`config.mk`:
```
export PLATFORM = sky130hd
export DESIGN_NAME = seg_capture_flat
export DESIGN_NICKNAME = d
export VERILOG_FILES = /design/src/rtl/seg_capture_if.sv /design/src/rtl/seg_capture.sv /design/src/flat_wrapper.sv
export SDC_FILE = /design/constraint.sdc
export NUM_CORES = 1
export LEC_CHECK = 0
export ABC_CLOCK_PERIOD_IN_PS = 1900
export BUFFER_PORTS_ARGS = -buffer_cell sky130_fd_sc_hd__buf_2
export CAP_MARGIN = 20
export CORE_UTILIZATION = 40
export CTS_CLUSTER_DIAMETER = 50
export DETAILED_ROUTE_END_ITERATION = 8
export PLACE_DENSITY_LB_ADDON = 0.2
export SLEW_MARGIN = 20
export SYNTH_ARGS = -nofsm -noshare
export SYNTH_HDL_FRONTEND = slang
export SYNTH_SLANG_ARGS = --single-unit
```
`constraint.sdc`:
```
create_clock -name i_clk -period 1.9 [get_ports i_clk]
set_input_delay 0.19 -clock i_clk [delete_from_list [all_inputs] [get_ports i_clk]]
set_output_delay 0.19 -clock i_clk [all_outputs]
set_load 0.02 [all_outputs]
```
`src/rtl/seg_capture_if.sv`:
```
// seg_capture_if: display bus tap and readback results.
// master drives i_an/i_seg; slave drives the o_* results.
//   i_an  [N_DIG-1:0]  anode select, active-low
//   i_seg [6:0]        {g,f,e,d,c,b,a}, active-low
//   o_digits, o_valid, o_upd, o_upd_idx, o_err
//   o_err_cnt only with SEG_CAPTURE_ERR_CNT_EN
interface seg_capture_if #(
  parameter int N_DIG = 4
) ();
  localparam int IW = (N_DIG > 1) ? $clog2(N_DIG) : 1;

  logic [N_DIG-1:0]   i_an;
  logic [6:0]         i_seg;
  logic [4*N_DIG-1:0] o_digits;
  logic [N_DIG-1:0]   o_valid;
  logic               o_upd;
  logic [IW-1:0]      o_upd_idx;
  logic               o_err;
`ifdef SEG_CAPTURE_ERR_CNT_EN
  logic [7:0]         o_err_cnt;
`endif

  modport master (
    output i_an, i_seg,
    input  o_digits, o_valid, o_upd,
    input  o_upd_idx, o_err
`ifdef SEG_CAPTURE_ERR_CNT_EN
    , input o_err_cnt
`endif
  );

  modport slave (
    input  i_an, i_seg,
    output o_digits, o_valid, o_upd,
    output o_upd_idx, o_err
`ifdef SEG_CAPTURE_ERR_CNT_EN
    , output o_err_cnt
`endif
  );
endinterface

```
`src/rtl/seg_capture.sv`:
```
// seg_capture: seven-segment readback decoder.
// Ports: i_clk, i_rst_n (sync, active-low), bus (seg_capture_if.slave).
// A scan slot is captured once its anode/segment pair is stable
// for SETTLE edges; the pattern is decoded back to a hex nibble.
// Macro SEG_CAPTURE_ERR_CNT_EN adds a saturating o_err_cnt.
module seg_capture #(
  parameter int N_DIG  = 4,
  parameter int SETTLE = 4
) (
  input  logic         i_clk,
  input  logic         i_rst_n,
  seg_capture_if.slave bus
);
  localparam int IW = (N_DIG > 1) ? $clog2(N_DIG) : 1;
  localparam int CW = $clog2(SETTLE + 1);

  typedef enum logic [1:0] {
    IDLE,
    SETTLING,
    HELD
  } state_t;

  state_t             state;
  logic [N_DIG-1:0]   r_an;
  logic [6:0]         r_seg;
  logic [CW-1:0]      cnt;
  logic [4*N_DIG-1:0] digits;
  logic [N_DIG-1:0]   valid;
  logic               upd;
  logic [IW-1:0]      upd_idx;
  logic               err;

  logic [N_DIG-1:0]   an_act;
  logic               one_low;
  logic               changed;
  logic [IW-1:0]      idx;
  logic               dec_ok;
  logic               blank;
  logic [3:0]         nib;

  assign an_act  = ~bus.i_an;
  assign one_low = (an_act != '0) &&
                   ((an_act & (an_act - 1'b1)) == '0);
  assign changed = {bus.i_an, bus.i_seg} != {r_an, r_seg};
  assign blank   = (r_seg == 7'h7f);

  always_comb begin
    idx = '0;
    for (int k = 0; k < N_DIG; k++)
      if (!r_an[k]) idx = IW'(k);
  end

  always_comb begin
    dec_ok = 1'b1;
    nib    = 4'h0;
    case (r_seg)
      7'b100_0000: nib = 4'h0;
      7'b111_1001: nib = 4'h1;
      7'b010_0100: nib = 4'h2;
      7'b011_0000: nib = 4'h3;
      7'b001_1001: nib = 4'h4;
      7'b001_0010: nib = 4'h5;
      7'b000_0010: nib = 4'h6;
      7'b111_1000: nib = 4'h7;
      7'b000_0000: nib = 4'h8;
      7'b001_0000: nib = 4'h9;
      7'b000_1000: nib = 4'ha;
      7'b000_0011: nib = 4'hb;
      7'b100_0110: nib = 4'hc;
      7'b010_0001: nib = 4'hd;
      7'b000_0110: nib = 4'he;
      7'b000_1110: nib = 4'hf;
      default:     dec_ok = 1'b0;
    endcase
  end

  always_ff @(posedge i_clk) begin
    if (!i_rst_n) begin
      state   <= IDLE;
      r_an    <= '1;
      r_seg   <= '1;
      cnt     <= '0;
      digits  <= '0;
      valid   <= '0;
      upd     <= 1'b0;
      upd_idx <= '0;
      err     <= 1'b0;
    end else begin
      upd <= 1'b0;
      err <= 1'b0;
      if (changed) begin
        r_an  <= bus.i_an;
        r_seg <= bus.i_seg;
        cnt   <= CW'(1);
        state <= one_low ? SETTLING : IDLE;
      end else if (state == SETTLING) begin
        if (cnt == CW'(SETTLE - 1)) begin
          // r already equals the inputs, so capture from r
          state   <= HELD;
          upd     <= 1'b1;
          upd_idx <= idx;
          valid[idx] <= dec_ok;
          err     <= !dec_ok && !blank;
          if (dec_ok)
            digits[{idx, 2'b00} +: 4] <= nib;
        end else begin
          cnt <= cnt + 1'b1;
        end
      end
    end
  end

`ifdef SEG_CAPTURE_ERR_CNT_EN
  logic [7:0] err_cnt;

  always_ff @(posedge i_clk) begin
    if (!i_rst_n)
      err_cnt <= '0;
    else if (err && err_cnt != 8'hff)
      err_cnt <= err_cnt + 1'b1;
  end

  assign bus.o_err_cnt = err_cnt;
`endif

  assign bus.o_digits  = digits;
  assign bus.o_valid   = valid;
  assign bus.o_upd     = upd;
  assign bus.o_upd_idx = upd_idx;
  assign bus.o_err     = err;
endmodule

```
`src/flat_wrapper.sv`:
```
// flat-port wrapper written by rule: the top's interface ports become plain ports
module seg_capture_flat 
#(
  parameter int N_DIG  = 4,
  parameter int SETTLE = 4
)
  (i_clk, i_rst_n, bus_i_an, bus_i_seg, bus_o_digits, bus_o_valid, bus_o_upd, bus_o_upd_idx, bus_o_err);
  seg_capture_if #(.N_DIG(N_DIG)) bus_i ();
  input  logic i_clk;
  input  logic i_rst_n;
  input wire logic [$bits(bus_i.i_an)-1:0] bus_i_an;
  input wire logic [$bits(bus_i.i_seg)-1:0] bus_i_seg;
  output wire logic [$bits(bus_i.o_digits)-1:0] bus_o_digits;
  output wire logic [$bits(bus_i.o_valid)-1:0] bus_o_valid;
  output wire logic [$bits(bus_i.o_upd)-1:0] bus_o_upd;
  output wire logic [$bits(bus_i.o_upd_idx)-1:0] bus_o_upd_idx;
  output wire logic [$bits(bus_i.o_err)-1:0] bus_o_err;
  assign bus_i.i_an = bus_i_an;
  assign bus_i.i_seg = bus_i_seg;
  assign bus_o_digits = bus_i.o_digits;
  assign bus_o_valid = bus_i.o_valid;
  assign bus_o_upd = bus_i.o_upd;
  assign bus_o_upd_idx = bus_i.o_upd_idx;
  assign bus_o_err = bus_i.o_err;
  seg_capture #(.N_DIG(N_DIG), .SETTLE(SETTLE)) u_core (.i_clk(i_clk), .i_rst_n(i_rst_n), .bus(bus_i));
endmodule
```
==> metrics.md <==
| Metric | Value |
|---|---|
| Hold path depth | `2` |
| M1 WL | `around 2600 um` |
| Met2 wire length | `about 2500 um` |
| Net Sw Power | `~0.45 mW` |
| Worst Tran Pin Value | `between 0.3 and 0.4 ns` |
| Setup violations, final | `0` |
| Hold crit path type | `in2reg` |
| Tot GR Track Use | `a little under a fifth` |
| Portion of netlist area occupied by mux cells | `2.759%` |
| Main combinational cell family by area after synthesis | `simple AND/OR/NAND/NOR gates` |
| WL final | `roughly 5300 um` |
| Ys async rst share | `0%` |
| Average size of a mapped cell | `around 9 um^2` |
| Critical Path Stages | `6` |
| DR DRC count | `0` |
| Cells after DPL | `roughly 370` |
| Max-cap violations | `0` |
| FF+latch count, synth | `40` |
| Clk sinks | `40` |
| Period Utilization, post-route | `approximately 97%` |
| Reg power frac | `47.0%` |
| Slew Limit Fails | `0` |
| CP endpoint kind | `flip-flop` |
| Clock power frac | `roughly two fifths` |
| Worst path buffer plus inverter count | `1` |
| Kind of critical path | `reg2reg` |
| Crit-path slowest cell | `dfxtp_2` |
| Worst-case clock buffer depth | `2` |
| RSZ-0062 raised after global routing | `yes` |
| Vias per cell | `~5.3` |
| VDD IR max | `just under 0.0004 V` |
| Total core area | `between 5000 and 6000 um^2` |
| DR top layer | `met4` |
| Top FF cell, synth | `dfxtp_1` |
| XOR/XNOR share of the synthesized area | `6.437%` |
| Drt pass-1 iters | `4` |
| Reg2Reg Depth | `6` |
| Fillcell total | `just under 500` |
| Ant diodes | `0` |
| Sequential area share after synthesis | `a little under two fifths` |
| Syn. warnings | `0` |
| Maximum fanout along the worst path | `6` |
| Mapped cell area | `between 2000 and 2500 um^2` |
| Endpoints failing hold | `0` |
| Crit path cell chain | `a2111oi_4 -> a31oi_1 -> o21a_2 -> buf_4 -> a211oi_4 -> mux2i_1` |
| Comb pwr share | `approximately an eighth` |
| Overall die width | `about 76 um` |
| DR vias | `roughly 2000` |
| Syn Inst Count | `between 200 and 250` |
| Global placer's final weighted congestion | `about 0.86` |
| Post-route insts no fill | `379` |
| Routed length on met3 | `approximately 170 um` |
| Crit-path max cell delay | `0.38 ns` |
| Post-Synth Adder-Cell Area | `1.149%` |
| Compound-Gate Fraction of Synth Area | `21.90%` |
| Top delay family on crit path | `compound AO/OA/AOI/OAI gates` |
| Routed WL per cell | `around 14 um` |
| IO Pins | `37` |
| Status | `finished, final reports clean` |
| Layout cell share with drive strength beyond 1 | `around 37%` |
| Pre-CTS setup slack | `-0.03439 ns` |
| Largest net degree at the start of global routing | `25` |
| Post-synth cell types | `48` |
| Post-synthesis simple-gate area fraction | `between 20% and 30%` |
| Syn Nets | `approximately 260` |
| Fmax | `544.5 MHz` |
| Starting density of the core | `42.09%` |
| Initial drt markers | `76` |
| Vias in the first global route | `around 1800` |
| EDFF count, synth | `0` |
| Leakage | `between 1 and 1.5 nW` |
| Die area | `5742 um^2` |
| ANT nets after route | `0` |
| Worst EP arrival | `slightly above 2 ns` |
| CTS Root Cell | `clkbuf_8` |
| Port Buffers | `36` |
| Clock slew at reported path FFs | `about 0.080 ns` |
| CTS Buf Count | `5` |
| Area growth syn-to-layout | `33.91%` |
| Cell Pwr Density | `roughly 650 nW/um^2` |
| Clock latency on the worst-skew pair | `0.29 ns` |
| Setup TNS | `0 ns` |
| Sw Ratio | `between 20% and 30%` |
| Setup ws final | `between 0.06 and 0.07 ns` |
| Post-layout minimum cycle time | `~1.8 ns` |
| GRT overflow | `0` |
| WP data required | `2.12 ns` |
| CTS tree | `yes` |
| Row Count | `26` |
| Setup crit start kind | `flip-flop` |
| Final setup skew | `around 0.006 ns` |
| Pint | `between 1 and 1.5 mW` |
| Hpwl dp | `about 4000 um` |
| Slew headroom | `between 70% and 80%` |
| Nets | `323` |
| Die H | `around 76 um` |
| First-pass GRT wire length | `between 8000 and 9000 um` |
| Htree depth | `2` |
| Initial antenna violation count | `0` |
[final cells by class]
type	instances	area (um^2)	area share, %
multi-input cells	178	1318	45.19
flip-flops and latches	40	825.8	28.33
repair buffers	75	528.0	18.11
clock buffers	7	96.34	3.305
well taps	70	87.58	3.004
clock inverters	1	30.03	1.030
inverters	8	30.03	1.030
[cells in the final DEF (no fill, tap or decap), drive strengths merged, types with 5 or more instances in the layout]
| cell | count |
|---|---|
| o31ai | 5 |
| a211oi | 5 |
| a21oi | 6 |
| inv | 8 |
| nor3 | 6 |
| a31oi | 6 |
| o211ai | 5 |
| nand4 | 6 |
| dfxtp | 40 |
| nand2 | 24 |
| xnor2 | 13 |
| buf | 73 |
| clkbuf | 8 |
| nand3 | 5 |
| nor2 | 17 |
| o21ai | 9 |
| mux2i | 6 |
| nand2b | 13 |
[kinds of logic after synthesis]
group | after synthesis
AOI/OAI and AO/OA | 60
buffers and inverters | 23
DFF | 40
adders and majority gates | 2
xor gates and xnor gates | 16
muxes | 6
and+or+nand+nor | 94
[synthesized netlist by cell type, drive strengths merged (8+ instances only)]
library cell,number,area [um^2]
nand2,24,92.59
o21ai,9,45.04
xnor2,13,113.9
inv,8,30.03
buf,13,106.4
nor2,17,63.81
dfxtp,40,800.8
nand2b,13,81.33
[power by group through the flow]
stage | logic (mW) | registers [mW] | clock network (mW)
floorplan | 0.147 | 0.897 | 0
global placement | 0.226 | 0.904 | 0
detailed placement | 0.228 | 0.905 | 0
CTS | 0.229 | 0.887 | 0.765
global route | 0.267 | 0.891 | 0.803
finish | 0.243 | 0.887 | 0.756
[per-stage QoR]
stage | area, um^2 | hold WS, ns | util (%) | total power [mW]
after global placement | 2659 | 0.4044 | 51.40 | 1.130
final | 2915 | 0.1083 | 56.36 | 1.887
after floorplan | 2177 | 0.2915 | - | 1.044
after global routing | 2915 | 0.1014 | 56.36 | 1.961
after CTS | 2793 | 0.1026 | 53.99 | 1.881
after detailed placement | 2659 | 0.4068 | 51.40 | 1.133
[sequential cells by signal (all words and copies together), names as in the netlist]
signal and flops:
u_core.bus.o_upd 1, u_core.bus.o_valid 4, u_core.cnt 3, u_core.bus.o_upd_idx 2, u_core.r_seg 7, u_core.bus.o_err 1
u_core.r_an 4, u_core.state 2, u_core.bus.o_digits 16
[final timing paths]
path                                  startpoint                             endpoint  slack [ns]
min reg2reg  u_core.bus.o_digits[4]$_SDFFE_PN0P_  u_core.bus.o_digits[4]$_SDFFE_PN0P_        0.46
max reg2reg         u_core.r_seg[4]$_SDFFE_PN1P_  u_core.bus.o_digits[8]$_SDFFE_PN0P_        0.06
max                 u_core.r_seg[4]$_SDFFE_PN1P_  u_core.bus.o_digits[8]$_SDFFE_PN0P_        0.06
min                                 bus_i_seg[2]         u_core.r_seg[2]$_SDFFE_PN1P_        0.11
[timing repair]
| action | CTS | global route |
|---|---|---|
| gates cloned | 0 | 1 |
| setup buffers | 0 | 1 |
| hold buffers | 0 | 0 |
| endpoints found under the setup margin | 9 | 16 |
| pin swaps | 0 | 7 |
| gates resized for setup | 6 | 26 |
[per-layer routing]
metal  GRT usage, %  up-vias
li1               -     1015
met1          25.22      948
met2          30.68       45
met3          3.704        9
met4          7.407        0
met5              0        -
(Power assumes the default switching activity.)
